[src/rtl/xga_timing_pkg.sv]
// Shared XGA raster timing constants for the timing generator and the pixel generators.
package xga_timing_pkg;

  localparam int unsigned CoordW    = 11;
  localparam int unsigned FrameCntW = 10;

  localparam int unsigned H_RES  = 1024;
  localparam int unsigned HFp    = 24;
  localparam int unsigned HSync  = 136;
  localparam int unsigned HBp    = 160;
  localparam int unsigned HTotal = H_RES + HFp + HSync + HBp;

  localparam int unsigned V_RES  = 768;
  localparam int unsigned VFp    = 3;
  localparam int unsigned VSync  = 6;
  localparam int unsigned VBp    = 29;
  localparam int unsigned VTotal = V_RES + VFp + VSync + VBp;

  localparam int unsigned HSyncStart = H_RES + HFp;
  localparam int unsigned HSyncEnd   = HSyncStart + HSync;
  localparam int unsigned VSyncStart = V_RES + VFp;
  localparam int unsigned VSyncEnd   = VSyncStart + VSync;

endpackage

[src/rtl/wrap_counter.sv]
// Modulo-N up counter with enable; resets to its last value so the first enabled step wraps to 0.
module wrap_counter #(
  parameter int unsigned Modulus = 16,
  parameter int unsigned Width   = 4
) (
  input  logic             clk,
  input  logic             rst,
  input  logic             en,
  output logic [Width-1:0] count,
  output logic [Width-1:0] count_next,
  output logic             carry
);

  localparam logic [Width-1:0] Last = Width'(Modulus - 1);

  logic [Width-1:0] count_q, count_d;

  // carry marks the enabled step that wraps to zero
  always_comb begin
    carry   = en && (count_q == Last);
    count_d = count_q;
    if (en) begin
      count_d = (count_q == Last) ? '0 : count_q + Width'(1);
    end
  end

  always_ff @(posedge clk) begin
    if (rst) begin
      count_q <= Last;
    end else begin
      count_q <= count_d;
    end
  end

  assign count      = count_q;
  assign count_next = count_d;

endmodule

[src/rtl/xga_timing_gen.sv]
// XGA raster timing generator: pixel coordinates, active qualifier, syncs, pulses, frame counter.
module xga_timing_gen
  import xga_timing_pkg::*;
#(
  parameter int unsigned H_ACTIVE  = H_RES,
  parameter int unsigned H_FP      = HFp,
  parameter int unsigned H_SYNC    = HSync,
  parameter int unsigned H_BP      = HBp,
  parameter int unsigned V_ACTIVE  = V_RES,
  parameter int unsigned V_FP      = VFp,
  parameter int unsigned V_SYNC    = VSync,
  parameter int unsigned V_BP      = VBp,
  parameter bit          HSYNC_POL = 1'b0,
  parameter bit          VSYNC_POL = 1'b0
) (
  input  logic                 clk,
  input  logic                 rst,
  input  logic                 ce,
  output logic [CoordW-1:0]    pix_x,
  output logic [CoordW-1:0]    pix_y,
  output logic                 video_active,
  output logic                 hsync,
  output logic                 vsync,
  output logic                 line_start,
  output logic                 frame_start,
  output logic [FrameCntW-1:0] frame_count
);

  localparam int unsigned HTot = H_ACTIVE + H_FP + H_SYNC + H_BP;
  localparam int unsigned VTot = V_ACTIVE + V_FP + V_SYNC + V_BP;

  localparam logic [11:0] HAct    = 12'(H_ACTIVE);
  localparam logic [11:0] HsStart = 12'(H_ACTIVE + H_FP);
  localparam logic [11:0] HsEnd   = 12'(H_ACTIVE + H_FP + H_SYNC);
  localparam logic [11:0] VAct    = 12'(V_ACTIVE);
  localparam logic [11:0] VsStart = 12'(V_ACTIVE + V_FP);
  localparam logic [11:0] VsEnd   = 12'(V_ACTIVE + V_FP + V_SYNC);

  logic [CoordW-1:0] h_count, h_next, v_count, v_next;
  logic              h_carry, v_carry;

  wrap_counter #(.Modulus(HTot), .Width(CoordW)) u_h_cnt (
    .clk        (clk),
    .rst        (rst),
    .en         (ce),
    .count      (h_count),
    .count_next (h_next),
    .carry      (h_carry)
  );

  // h_carry is already qualified by ce
  wrap_counter #(.Modulus(VTot), .Width(CoordW)) u_v_cnt (
    .clk        (clk),
    .rst        (rst),
    .en         (h_carry),
    .count      (v_count),
    .count_next (v_next),
    .carry      (v_carry)
  );

  logic [11:0]          hx, vy;
  logic                 video_active_d, hsync_d, vsync_d;
  logic [FrameCntW-1:0] frame_count_d;

  logic                 video_active_q, hsync_q, vsync_q, line_start_q, frame_start_q;
  logic [FrameCntW-1:0] frame_count_q;

  // Decode from the next count so registered outputs line up with the registered count
  always_comb begin
    hx             = {1'b0, h_next};
    vy             = {1'b0, v_next};
    video_active_d = (hx < HAct) && (vy < VAct);
    hsync_d        = ((hx >= HsStart) && (hx < HsEnd)) ? HSYNC_POL : ~HSYNC_POL;
    vsync_d        = ((vy >= VsStart) && (vy < VsEnd)) ? VSYNC_POL : ~VSYNC_POL;
    frame_count_d  = frame_count_q;
    if (h_carry && (vy == VsStart)) begin
      frame_count_d = frame_count_q + FrameCntW'(1);
    end
  end

  always_ff @(posedge clk) begin
    if (rst) begin
      video_active_q <= 1'b0;
      hsync_q        <= ~HSYNC_POL;
      vsync_q        <= ~VSYNC_POL;
      line_start_q   <= 1'b0;
      frame_start_q  <= 1'b0;
      frame_count_q  <= '0;
    end else if (ce) begin
      video_active_q <= video_active_d;
      hsync_q        <= hsync_d;
      vsync_q        <= vsync_d;
      line_start_q   <= h_carry;
      frame_start_q  <= v_carry;
      frame_count_q  <= frame_count_d;
    end
  end

  assign pix_x        = h_count;
  assign pix_y        = v_count;
  assign video_active = video_active_q;
  assign hsync        = hsync_q;
  assign vsync        = vsync_q;
  assign line_start   = line_start_q;
  assign frame_start  = frame_start_q;
  assign frame_count  = frame_count_q;

endmodule

[config.mk]
export PLATFORM = sky130hd
export DESIGN_NAME = xga_timing_gen
export DESIGN_NICKNAME = d
export VERILOG_FILES = /design/src/rtl/xga_timing_pkg.sv /design/src/rtl/wrap_counter.sv /design/src/rtl/xga_timing_gen.sv
export SDC_FILE = /design/constraint.sdc
export NUM_CORES = 1
export LEC_CHECK = 0
export BUFFER_PORTS_ARGS = -buffer_cell sky130_fd_sc_hd__buf_2
export CAP_MARGIN = 20
export CORE_ASPECT_RATIO = 0.6
export CORE_MARGIN = 1.5
export CORE_UTILIZATION = 50
export CTS_CLUSTER_DIAMETER = 80
export CTS_CLUSTER_SIZE = 25
export DETAILED_ROUTE_END_ITERATION = 12
export PLACE_DENSITY = 0.73
export SETUP_SLACK_MARGIN = 0.4
export SLEW_MARGIN = 15
export SYNTH_ARGS = -nofsm -noshare
export SYNTH_HDL_FRONTEND = slang
export SYNTH_SLANG_ARGS = --single-unit
export TNS_END_PERCENT = 20
[constraint.sdc]
create_clock -name clk -period 3.51 [get_ports clk]
set_input_delay 0.5265 -clock clk [delete_from_list [all_inputs] [get_ports clk]]
set_output_delay 0.5265 -clock clk [all_outputs]
set_load 0.02 [all_outputs]
==> impl_metrics.csv, run 1 <==
group,metric,value,unit
die,core_area,4076,sq um
sta,fin_setup_tns,0,ns
layout,layout_common_cells,"39 x buf_2, 33 x dfxtp_1, 29 x nand2_1",
synthesis,synth_nets,275,
sta,slew_viol_final,0,
global_route,grt_pass1_wl,9363,microns
global_route,antenna_found_initial,0,
global_route,overflow,0,
sta,hold_violations,0,
layout,finalNetCount,317,
worst_setup_path,start_kind,"flop",
global_route,track_usage,26.84,%
layout,utilization,63.35,%
die,start_util,51.93,%
clock_network,cts_num_sinks,37,
synthesis,yosys.area.top_type,"dfxtp_1",
die,die_h,53.40,microns
synthesis,syn_area,2117,sq um
power,power_density,502.8,nW/um^2
placed_design,dp_hpwl,4002,microns
die,die_area,4646,sq um
run_status,status,"complete, no violations",
route,post-route-drc-count,0,
clock_network,numCtsBuffers,5,
layout,syn2layout_area_growth,21.99,%
power,leakage,1.007,nW
worst_hold_path,hold_start,"frame_start$_SDFFE_PP0P_",
layout,drive_gt1_share,26.05,%
worst_setup_path,r2r_slack,0.49,ns
synthesis,yosys-top-cells-area,"dfxtp_1 35%, a21oi_1 6.4%, nand2_1 5.1%",
sta,min_period,3.023,ns
synthesis,ys_seq_area_share,34.99,%
global_route,first_global_vias,1853,
worst_setup_path,crit_required,3.73,ns
route,first_iter_violations,273,
worst_setup_path,arrival,3.24,ns
route,num_vias,2305,
placed_design,dp_cells,357,
synthesis,synth-edff-count,0,
worst_setup_path,crit_fanout,9,
clock_network,cts.clk_slew.worst_paths,0.07,ns
synthesis,synth_top_area_share,34.99,%
placed_design,gp_congestion,0.8529,
die,die_w,87.01,microns
clock_network,cts_buffer_depth,2,
worst_setup_path,critPathCaptureType,"flop",
clock_network,cts_root_buf,"clkbuf_8",
sta,relSlewSlack,63.28,%
layout,n_antenna_cell,0,
clock_network,worstSkewPairLatency,0.29,ns
global_route,grt_max_degree,29,
worst_setup_path,r2r_start,"u_v_cnt.count[4]$_SDFF_PP0_",
clock_network,cts_max_level,2,
synthesis,synth_cell_type_count,47,
power,vdd_drop_max,0.2339,mV
route,routedWlPerCell,16.39,microns
layout,layout.cells.non_filler,371,
layout,fillers,367,
power,power,1.298,mW
route,ant_nets,0,
route,totalWireLength,6080,microns
die,rows,18,
synthesis,synthArstFlopShare,0,%
worst_setup_path,startpoint,"u_v_cnt.count[4]$_SDFF_PP0_",
sta,rsz0062_at_grt,"no",
synthesis,synth_cells,268,
sta,setup_viol_count_final,0,
sta,tightestPinTransition,0.5466,ns
sta,fmax,330.8,MHz
synthesis,synth_ff_type,"dfxtp_1",
layout,final_common_cell,"buf_2",
synthesis,avgSynthCellArea,7.899,sq um
route,drtPass1Iterations,5,
route,via_per_inst,6.213,
worst_setup_path,path_class,"flop to flop",
worst_hold_path,hold_path_class,"flop to flop",
clock_network,cts_tree,"done",
sta,fin_crit_sh,86.12,%
synthesis,ys_warn_count,0,
synthesis,ys_ff_latch,37,
die,pin_count,40,
sta,skew,0.004836,ns
placed_design,portBuffers,39,
flow_run,cap_viol_max_count,0,
## state kept, by name, summed over array words and instances (netlist names)
signal,count
line_start,1
video_active,1
u_h_cnt.count,11
vsync,1
u_v_cnt.count,11
frame_count,10
hsync,1
frame_start,1
## stage by stage
step / instance area (sq um) / hold WS (ns) / setup slack [ns]
6_report: 2582 / 0.4610 / 0.4873
5_1_grt: 2582 / 0.4987 / 0.3007
4_1_cts: 2459 / 0.4615 / 0.4344
3_5_place_dp: 2369 / 0.4518 / 0.3146
3_3_place_gp: 2369 / 0.4530 / 0.4083
2_1_floorplan: 2117 / 0.5345 / 0.5529
## logic make-up after synthesis
logic type / count (synthesis) / synth area share [%]
AOI/OAI and AO/OA: 79 / 23.70
muxes: 1 / 0.4728
adders and majority gates: 4 / 2.364
DFF: 37 / 34.99
xor gates and xnor gates: 7 / 2.896
and+or+nand+nor: 114 / 30.44
buffers and inverters: 26 / 5.142
## worst max-delay path, cell delays in order, from the launching register on
cell	delay [ns]
dfxtp_2	0.37
or4_4	0.58
or4_4	0.45
a21oi_2	0.15
o211ai_1	0.12
buf_4	0.18
or4_4	0.52
or4_1	0.42
a21oi_1	0.15
## layout make-up
type                    count  area (sq um)  share of cell area, %
clock buffers               6         72.57                  2.810
clock inverters             2         10.01                 0.3876
inverters                   8         30.03                  1.163
multi-input cells         207          1361                  52.71
flip-flops and latches     37         748.2                  28.97
well taps                  60         75.07                  2.907
repair buffers             51         285.3                  11.05
## layer usage
layer  track usage, %  routed length, microns
met2            34.11                    2398
met5                0                       0
met3            5.460                     546
met4            5.645                      23
met1            43.76                    3111
## power breakdown
group          total [mW]  internal [mW]  switching, mW
Clock               0.283          0.137          0.145
Combinational       0.497          0.192          0.305
Sequential          0.519          0.458         0.0603
Total                1.30          0.788          0.511
## final timing paths
path	cells after the start	endpoint
max reg2reg	8	frame_count[2]$_SDFFE_PP0P_
min	2	frame_start$_SDFFE_PP0P_
max	8	frame_count[2]$_SDFFE_PP0P_
min reg2reg	2	frame_start$_SDFFE_PP0P_
## timing repair
action                                  CTS  global route
cloned                                    0             2
buffers inserted                          0             4
endpoints found under the setup margin    8            10
hold buffers                              0             0
resized for setup                         2            20
pin swaps                                 0             4
## cells in the mapped netlist (all sizes together) (3+ instances only)
cell type / instances
dfxtp: 37
nand2: 29
a21oi: 28
o21ai: 17
or4: 15
nor2: 14
clkbuf: 13
nand3: 13
o31ai: 12
inv: 8
and3: 7
nand4: 6
nor4: 6
and2: 5
buf: 5
nor3: 5
or3: 5
ha: 4
o211ai: 4
xnor2: 4
a31oi: 3
and4: 3
xor2: 3
Power figures use the tool's default switching activity.
==> inputs of run 2 (changes only) <==
--- a/config.mk
+++ b/config.mk
@@ -6,14 +6,15 @@
 export NUM_CORES = 1
 export LEC_CHECK = 0
 export BUFFER_PORTS_ARGS = -buffer_cell sky130_fd_sc_hd__buf_2
-export CAP_MARGIN = 20
+export CELL_PAD_IN_SITES_DETAIL_PLACEMENT = 1
+export CELL_PAD_IN_SITES_GLOBAL_PLACEMENT = 1
 export CORE_ASPECT_RATIO = 0.6
 export CORE_MARGIN = 1.5
-export CORE_UTILIZATION = 50
+export CORE_UTILIZATION = 40
 export CTS_CLUSTER_DIAMETER = 80
 export CTS_CLUSTER_SIZE = 25
 export DETAILED_ROUTE_END_ITERATION = 12
-export PLACE_DENSITY = 0.73
+export PLACE_DENSITY_LB_ADDON = 0.1
 export SETUP_SLACK_MARGIN = 0.4
 export SLEW_MARGIN = 15
 export SYNTH_ARGS = -nofsm -noshare
==> run 2 against run 1 <==
Compared with the run above: die area up 24%; sequential power up 0.8%; combinational power up 4.2%; sequential share of layout area down 0.75 points; non-clock buffer count up 4; final cell count up 2.7%; largest cell class unchanged; largest power group unchanged.
==> impl_metrics.csv, run 2 (same netlist as run 1, synthesis figures left out) <==
group,metric,value,unit
worst_setup_path,r2r_end,"frame_count[7]$_SDFFE_PP0P_",
route,route.met3.wl,315,microns
power,power_density,513.3,nW/um^2
worst_setup_path,arrival,3.28,ns
global_route,track_usage,25.25,%
sta,fmax,326.1,MHz
die,core_area,5080,sq um
route,top_layer,"met4",
global_route,antenna_found_initial,0,
layout,n_antenna_cell,0,
power,vdd_drop_max,0.2083,mV
die,start_util,41.67,%
route,via_per_inst,6.197,
die,die_area,5752,sq um
sta,fin_ws,0.4439,ns
sta,fin_setup_tns,0,ns
global_route,first_global_vias,2191,
sta,slew_viol_final,0,
clock_network,cts.clk_slew.worst_paths,0.08,ns
sta,tightestPinTransition,0.7104,ns
clock_network,cts_root_buf,"clkbuf_8",
layout,finalNetCount,321,
route,met2_length,2940,microns
worst_hold_path,hold_path_class,"flop to flop",
placed_design,post-place-ws,0.2021,ns
sta,relSlewSlack,52.32,%
sta,rsz0062_at_grt,"no",
clock_network,worstSkewPairLatency,0.29,ns
layout,final_common_cell,"buf_2",
route,drtPass1Iterations,5,
die,die_w,96.92,microns
layout,syn2layout_area_growth,26.71,%
worst_hold_path,hold_start,"frame_start$_SDFFE_PP0P_",
clock_network,cts_tree,"done",
route,first_iter_violations,138,
sta,holdWs,0.4688,ns
die,die_h,59.35,microns
layout,drive_gt1_share,29.84,%
layout,layout_common_cells,"39 x buf_2, 29 x nand2_1, 28 x dfxtp_1",
route,post-route-drc-count,0,
route,num_vias,2361,
global_route,grt_pass1_wl,11530,microns
flow_run,cap_viol_max_count,0,
global_route,grt_max_degree,29,
sta,fin_crit_sh,87.35,%
run_status,status,"complete, no violations",
clock_network,cts_max_level,2,
clock_network,numCtsBuffers,5,
placed_design,portBuffers,39,
worst_setup_path,start_kind,"flop",
power,leakage,1.045,nW
sta,setup_viol_count_final,0,
clock_network,cts_num_sinks,37,
route,ant_nets,0,
worst_setup_path,crit_required,3.72,ns
global_route,overflow,0,
die,rows,20,
worst_setup_path,r2r_cells,10,
route,routedWlPerCell,18.93,microns
sta,hold_violations,0,
worst_setup_path,path_class,"flop to flop",
worst_hold_path,hold_end,"frame_start$_SDFFE_PP0P_",
route,totalWireLength,7214,microns
worst_setup_path,critPathCaptureType,"flop",
worst_setup_path,r2r_slack,0.44,ns
route,met1_length,3913,microns
placed_design,dp_hpwl,4857,microns
sta,min_period,3.066,ns
worst_hold_path,whs_path_depth,2,
sta,skew,0.007767,ns
clock_network,cts_buffer_depth,2,
die,pin_count,40,
layout,utilization,52.81,%
worst_setup_path,crit_fanout,10,
worst_setup_path,r2r_start,"u_h_cnt.count[0]$_SDFF_PP1_",
placed_design,gp_congestion,0.8640,
[run 2: cell types whose count changed in the layout (fill, tap and decap cells not counted), sizes merged]
cell    before  now
clkbuf       6    7
buf         51   55
clkinv       2    1
[run 2: layer usage]
layer	vias to the layer above	GRT usage, %
met3	6	5.307
met1	1169	38.92
li1	1120	-
met2	66	36.06
met5	-	0
met4	0	4.762
[run 2: area by class of cell]
class                           count  area [sq um]
Timing Repair Buffer               55         319.1
Fill cell                         626          2397
Inverter                            8         30.03
Clock inverter                      1         5.005
Sequential cell                    37         757.0
Clock buffer                        7         96.34
Multi-Input combinational cell    207          1393
Tap cell                           66         82.58
[run 2: per-stage QoR]
| step | instances | power, mW | cell area [sq um] |
|---|---|---|---|
| after floorplan | 268 | 0.8326 | 2117 |
| final | 381 | 1.377 | 2683 |
| after detailed placement | 365 | 0.9624 | 2391 |
| after global routing | 381 | 1.460 | 2683 |
| after CTS | 376 | 1.319 | 2529 |
| after global placement | 365 | 0.9550 | 2391 |
[run 2: report_power, final]
part	switching, mW	internal (mW)	total (mW)
Combinational	0.321	0.197	0.518
Clock	0.159	0.178	0.336
Sequential	0.0631	0.459	0.523
Total	0.543	0.834	1.38
[run 2: worst max path at each step]
stage                                        endpoint  cells after the start                   startpoint
after floorplan           frame_count[4]$_SDFFE_PP0P_                     10  u_h_cnt.count[0]$_SDFF_PP1_
after global placement    frame_count[3]$_SDFFE_PP0P_                      8  u_v_cnt.count[0]$_SDFF_PP1_
after detailed placement  frame_count[7]$_SDFFE_PP0P_                      8  u_h_cnt.count[0]$_SDFF_PP1_
after CTS                 frame_count[7]$_SDFFE_PP0P_                     10  u_h_cnt.count[0]$_SDFF_PP1_
after global routing      frame_count[7]$_SDFFE_PP0P_                      8  u_v_cnt.count[6]$_SDFF_PP0_
final                     frame_count[7]$_SDFFE_PP0P_                     10  u_h_cnt.count[0]$_SDFF_PP1_
[run 2: repair_timing]
action / CTS / global route
pin swaps: 2 / 3
resized for setup: 5 / 29
hold buffers: 0 / 0
gates cloned: 1 / 1
setup endpoints to repair: 11 / 11
buffers inserted: 2 / 4
[run 2: critical path, cell delays in order (launching register included)]
cell and delay [ns]:
dfxtp_2 0.39, ha_4 0.17, and3_4 0.22, nand4_1 0.12, buf_6 0.18, buf_4 0.16
o21ai_0 0.27, o21ai_1 0.22, or4_4 0.58, or4_4 0.50, a21oi_2 0.16
